===== src/rtl/mbisr_pkg.sv =====
// Shared types and defaults for the MBISR memory responder and its remap CAM.
// Remap entries are packed as {vld, addr}, with the valid flag just above the address field.
package mbisr_pkg;

  localparam int ADDR_W_DEF = 4;
  localparam int DATA_W_DEF = 8;
  localparam int SPARES_DEF = 2;

  typedef enum logic {
    S_IDLE  = 1'b0,
    S_ALLOC = 1'b1
  } state_t;

  // Bit position of the valid flag inside a {vld, addr} remap entry.
  function automatic int ent_vld_bit(input int addr_w);
    return addr_w;
  endfunction

endpackage


===== src/rtl/mbisr_remap_cam.sv =====
// Remap table: SPARES {vld, addr} entries with an access lookup, a repair lookup,
// a lowest-index free-entry encoder and an allocate port.
module mbisr_remap_cam
  import mbisr_pkg::*;
#(
  parameter int ADDR_W = ADDR_W_DEF,
  parameter int SPARES = SPARES_DEF,
  localparam int IDX_W = (SPARES > 1) ? $clog2(SPARES) : 1
) (
  input  logic              clk,
  input  logic              rst_n,
  input  logic [ADDR_W-1:0] lookup_addr,
  output logic              lookup_hit,
  output logic [IDX_W-1:0]  lookup_idx,
  input  logic [ADDR_W-1:0] alloc_addr,
  input  logic              alloc_en,
  output logic              alloc_hit,
  output logic              free_avail,
  output logic [IDX_W-1:0]  free_idx,
  output logic [2:0]        used_cnt
);

  localparam int VLD = ent_vld_bit(ADDR_W);

  logic [ADDR_W:0] ent [SPARES];

  always_comb begin
    lookup_hit = 1'b0;
    lookup_idx = '0;
    alloc_hit  = 1'b0;
    free_avail = 1'b0;
    free_idx   = '0;
    used_cnt   = '0;
    for (int i = 0; i < SPARES; i++) begin
      if (ent[i][VLD] && ent[i][ADDR_W-1:0] == lookup_addr) begin
        lookup_hit = 1'b1;
        lookup_idx = IDX_W'(i);
      end
      if (ent[i][VLD] && ent[i][ADDR_W-1:0] == alloc_addr) begin
        alloc_hit = 1'b1;
      end
      used_cnt = used_cnt + 3'(ent[i][VLD]);
    end
    // Scan downwards so the lowest free index is the one left standing.
    for (int i = SPARES - 1; i >= 0; i--) begin
      if (!ent[i][VLD]) begin
        free_avail = 1'b1;
        free_idx   = IDX_W'(i);
      end
    end
  end

  always_ff @(posedge clk or negedge rst_n) begin
    if (!rst_n) begin
      for (int i = 0; i < SPARES; i++) begin
        ent[i] <= '0;
      end
    end else if (alloc_en) begin
      ent[free_idx] <= {1'b1, alloc_addr};
    end
  end

endmodule


===== src/rtl/mbisr_mem_responder.sv =====
// Memory-side responder for the MBIST/MBISR engine: flop word array, spare words and repair FSM.
// Optional MBISR_FAULT_INJ_EN forces data bit 0 to 0 on main-array writes to FAULT_ADDR.
module mbisr_mem_responder
  import mbisr_pkg::*;
#(
  parameter int ADDR_W = ADDR_W_DEF,
  parameter int DATA_W = DATA_W_DEF,
  parameter int SPARES = SPARES_DEF
`ifdef MBISR_FAULT_INJ_EN
  ,
  parameter logic [ADDR_W-1:0] FAULT_ADDR = ADDR_W'(5)
`endif
) (
  input  logic              clk,
  input  logic              rst_n,
  input  logic              req_valid,
  input  logic              req_we,
  input  logic [ADDR_W-1:0] req_addr,
  input  logic [DATA_W-1:0] req_wdata,
  output logic              req_ready,
  output logic              rsp_valid,
  output logic [DATA_W-1:0] rsp_rdata,
  input  logic              rep_valid,
  input  logic [ADDR_W-1:0] rep_addr,
  output logic              rep_ack,
  output logic              rep_full,
  output logic [2:0]        rep_cnt,
  output state_t            dbg_state
);

  localparam int DEPTH = 2 ** ADDR_W;
  localparam int IDX_W = (SPARES > 1) ? $clog2(SPARES) : 1;

  // Handshake: a request transfers on a rising edge where req_valid && req_ready;
  // req_valid/req_addr/req_we/req_wdata must stay stable until then. A pending repair wins.
  state_t            state;
  logic [DATA_W-1:0] mem   [DEPTH];
  logic [DATA_W-1:0] spare [SPARES];
  logic [ADDR_W-1:0] rep_addr_q;
  logic              acc;
  logic              acc_hit;
  logic [IDX_W-1:0]  acc_idx;
  logic              alloc_hit;
  logic              alloc_en;
  logic              free_avail;
  logic [IDX_W-1:0]  free_idx;
  logic [DATA_W-1:0] wdata_main;

  assign req_ready = (state == S_IDLE) && !rep_valid;
  assign acc       = req_valid && req_ready;
  assign alloc_en  = (state == S_ALLOC) && !alloc_hit && free_avail;
  assign dbg_state = state;

`ifdef MBISR_FAULT_INJ_EN
  assign wdata_main = (req_addr == FAULT_ADDR) ? {req_wdata[DATA_W-1:1], 1'b0} : req_wdata;
`else
  assign wdata_main = req_wdata;
`endif

  mbisr_remap_cam #(
    .ADDR_W(ADDR_W),
    .SPARES(SPARES)
  ) u_cam (
    .clk        (clk),
    .rst_n      (rst_n),
    .lookup_addr(req_addr),
    .lookup_hit (acc_hit),
    .lookup_idx (acc_idx),
    .alloc_addr (rep_addr_q),
    .alloc_en   (alloc_en),
    .alloc_hit  (alloc_hit),
    .free_avail (free_avail),
    .free_idx   (free_idx),
    .used_cnt   (rep_cnt)
  );

  always_ff @(posedge clk or negedge rst_n) begin
    if (!rst_n) begin
      for (int i = 0; i < DEPTH; i++) mem[i] <= '0;
      for (int i = 0; i < SPARES; i++) spare[i] <= '0;
      rsp_valid  <= 1'b0;
      rsp_rdata  <= '0;
      rep_ack    <= 1'b0;
      rep_full   <= 1'b0;
      rep_addr_q <= '0;
      state      <= S_IDLE;
    end else begin
      rsp_valid <= acc && !req_we;
      rep_ack   <= 1'b0;
      if (acc) begin
        if (req_we) begin
          if (acc_hit) spare[acc_idx] <= req_wdata;
          else         mem[req_addr]  <= wdata_main;
        end else begin
          rsp_rdata <= acc_hit ? spare[acc_idx] : mem[req_addr];
        end
      end
      case (state)
        S_IDLE: begin
          if (rep_valid) begin
            rep_addr_q <= rep_addr;
            state      <= S_ALLOC;
          end
        end
        S_ALLOC: begin
          // Accesses are blocked here, so clearing the new spare cannot race a write.
          if (alloc_hit) begin
            rep_ack <= 1'b1;
          end else if (free_avail) begin
            spare[free_idx] <= '0;
            rep_ack         <= 1'b1;
          end else begin
            rep_full <= 1'b1;
          end
          state <= S_IDLE;
        end
        default: state <= S_IDLE;
      endcase
    end
  end

endmodule


===== config.mk =====
export PLATFORM = sky130hd
export DESIGN_NAME = mbisr_mem_responder
export DESIGN_NICKNAME = d
export VERILOG_FILES = /design/src/rtl/mbisr_pkg.sv /design/src/rtl/mbisr_remap_cam.sv /design/src/rtl/mbisr_mem_responder.sv
export SDC_FILE = /design/constraint.sdc
export NUM_CORES = 1
export LEC_CHECK = 0
export ABC_AREA = 1
export CAP_MARGIN = 20
export CORE_AREA = 2 2 123 125
export DETAILED_ROUTE_END_ITERATION = 7
export DIE_AREA = 0 0 125 127
export PLACE_DENSITY = 0.77
export REMOVE_ABC_BUFFERS = 1
export SLEW_MARGIN = 15
export SYNTH_ARGS = -nofsm -noshare
export SYNTH_HDL_FRONTEND = slang
export SYNTH_HIERARCHICAL = 1
export SYNTH_SLANG_ARGS = --single-unit

===== constraint.sdc =====
create_clock -name clk -period 3.9 [get_ports clk]
set_input_delay 0.585 -clock clk [delete_from_list [all_inputs] [get_ports clk]]
set_output_delay 0.585 -clock clk [all_outputs]
set_load 0.05 [all_outputs]

==> results.md <==
- Worst Path Required: 4.19 ns
- Port bufs: 35
- Synthesis Warnings: 6
- Post-CTS Hold Fix Bufs: 0
- Worst Skew: 0.00671 ns
- Core area: 14400 um^2
- Unrepaired setup endpoints after global routing: no
- Async S/R FF share, synth: 100%
- Final instance area: 9380 um^2
- Vias: a little under 7k
- Slowest CP cell: clkdlybuf4s50_1
- GRT Resource Usage Total: between 20% and 30%
- Placed Area: 8700 um^2
- Synth area leaders: dfrtp_1 (51%), nand2_1 (23%), o21ai_0 (6.4%), inv_1 (2.7%), nor2_1 (1.8%)
- CP Class: input port to register
- H-tree depth: 4
- Post-DP HPWL: between 10000 and 15000 um
- Share of post-route cells with drive strength above 1: 8.82%
- Tmin final: 2.70 ns
- Final-stage net count: 1111
- Synthesis-stage register bit count: 170
- Vias in the first global route: approximately 6.6k
- Initial DRC Count: 776
- Final period utilization: between 60% and 70%
- Worst slew margin relative to its limit: a little under two fifths
- PostCTS Resize Cnt: 0
- Die footprint: 15900 um^2
- Syn Inst Count: 1078
- Num rows: 44
- R2R Path Start: u_cam/ent[1]
- Top FF cell, synth: dfrtp_1
- Final Routed Wirelength: 20100 um
- Critical Path Max Stage Delay: 0.62 ns
- Final Setup Violations: 0
- CTS tree: done
- First-pass GRT wire length: 33600 um
- Dpl ws: a little over 0.8 ns
- Distinct cell type count after synthesis: 33
- DR WL/cell: 15.6 um
- Num Clock Sinks: 170
- # Post-CTS Setup Buffers: 0
- Post-route ant nets: 0
- Final Hold Fails: 0
- Setup TNS: 0 ns
- Pin count of the biggest net entering global routing: 102
- RD Place Congestion: 0.811
- Seq/Total Area, Yosys: 50.7%
- F_max: 370 MHz
- Crit start category: input port
- Post-synth EDFFs: 0
- Top post-synthesis cells by count: nand2_1 (523), dfrtp_1 (170), o21ai_0 (107)
- Clock Latency Late Sink: 0.43 ns
- Diode count: 0
- Worst EP arrival: 2.99 ns
- Cts bufs inserted: 17
- VDD IR-drop max: 317 uV
- Syn avg cell area: 7.78 um^2
- Yosys top cell area share: 50.7%
- Leak: roughly 4.8 nW
- Most Frequent Cell on Critical Path: nand2_1
- Critical path fanouts, max: 16
- Initial antenna violation count: 0
- Syn-to-layout area delta: 11.8%
- Final worst setup slack: around 1.2 ns
- Final Max Tran Viols: 0
- Mapped Area: 8390 um^2
- Die W: between 100 and 150 um
- IO Count: 37
- R2R Path End: mem[15]
- Overflow after GRT: 0
- Root buffer cell: clkbuf_16
- Die Span Y: 127 um
- Max Cap Viol: 0
- Drt drc: 0
- Largest area contributor in the netlist: dfrtp_1
- Clk pin slew, worst setup/hold paths: 0.07 ns
- P per Cell Area: between 500 and 600 nW/um^2
- Critical path, cell by cell: clkdlybuf4s50_1 > inv_1 > o21ai_0 > nor2_1 > nand2_1 > nand2_1 > inv_1 > nand3_4 > nor3_4 > nand2_2 > nand2_1 > o21ai_2
- Max clock buf depth: 2
- Worst-case reg-to-reg path depth: 12
- Min-delay worst type: input port to async pin
- Internal reg-to-reg setup slack: between 1.5 and 2 ns
- Cell with the most instances after synthesis: nand2_1
- Pre-antenna DRT Iters: 7
- Crit end category: register
- Vias/cell: 5.40
- Initial core utilization: about 58%
- Worst-margin pin slew: a little over 0.9 ns
- Outcome: completed
-- power breakdown --
group	internal, W	switching [W]
sequential	0.00209	0.000192
combinational	0.000417	0.000762
clock	0.00122	0.000698
-- cell families after synthesis --
group / Yosys count / synth area share, %
other: 1 / 0.0447
buffers and inverters: 118 / 6.98
AND/OR/NAND/NOR: 603 / 29.3
adder cells (fa/ha/maj): 3 / 0.447
XOR/XNOR: 4 / 0.418
AO/OA/AOI/OAI: 179 / 12.1
flip-flops: 170 / 50.7
-- worst max path at each step --
stage | to | cells past startpoint | from | slack (ns)
finish | mem[15] | 12 | req_addr[3] | 1.20
global route | mem[15] | 12 | req_addr[3] | 0.96
CTS | rep_cnt[0] | 4 | u_cam/ent[4] | 1.22
detailed placement | mem[15] | 12 | req_addr[3] | 0.82
global placement | mem[14] | 12 | req_addr[3] | 0.94
floorplan | mem[15] | 8 | dbg_state | 1.63
-- critical path, delay by kind of cell --
family,cells,cell delay [ns]
AOI/OAI and AO/OA,2,0.27
buffers and inverters,3,1.00
and+or+nand+nor,7,1.14
-- stage by stage --
| stage | std cells | hold WS, ns | total power [W] | util, % |
|---|---|---|---|---|
| after floorplan | 1024 | 0.289 | 0.00308 | - |
| after global placement | 1252 | 0.447 | 0.00344 | 60.3 |
| after detailed placement | 1252 | 0.447 | 0.00347 | 60.3 |
| after CTS | 1284 | 0.179 | 0.00539 | 65.0 |
| after global routing | 1284 | 0.196 | 0.00566 | 65.0 |
| final | 1284 | 0.148 | 0.00538 | 65.0 |
-- flip-flops by register name, summed over array words and instances, names as in the netlist --
register,cells
rsp_rdata,8
rep_addr_q,4
rsp_valid,1
rep_full,1
mem,128
dbg_state,1
u_cam/ent,10
rep_ack,1
spare,16
-- final cells by class --
cell class | count | area [um^2]
clock buffer | 22 | 494
clock inverter | 10 | 185
fill | 1229 | 5040
inverter | 64 | 240
multi-input combinational | 790 | 3560
sequential | 170 | 4250
tap | 184 | 230
timing repair buffer | 44 | 422
-- placed cells by master (no fill, tap or decap), types with 12 or more instances in the layout --
cell,netlist,layout
nand2_1,523,523
dfrtp_1,170,170
o21ai_0,107,107
inv_1,61,60
nor2_1,41,41
clkdlybuf4s50_1,0,32
o21ai_1,22,22
o21ai_2,17,17
clkbuf_16,0,17
a211oi_1,16,16
nand2_2,12,12
-- layer usage --
| metal | up-vias | track usage, % | wire length [um] |
|---|---|---|---|
| met1 | 3298 | 38.0 | 9200 |
| met3 | 25 | 5.23 | 1100 |
| met4 | 0 | 7.71 | 346 |
| li1 | 3400 | - | - |
| met5 | - | 0 | 0 |
| met2 | 210 | 41.8 | 9410 |
(Power assumes the default switching activity.)
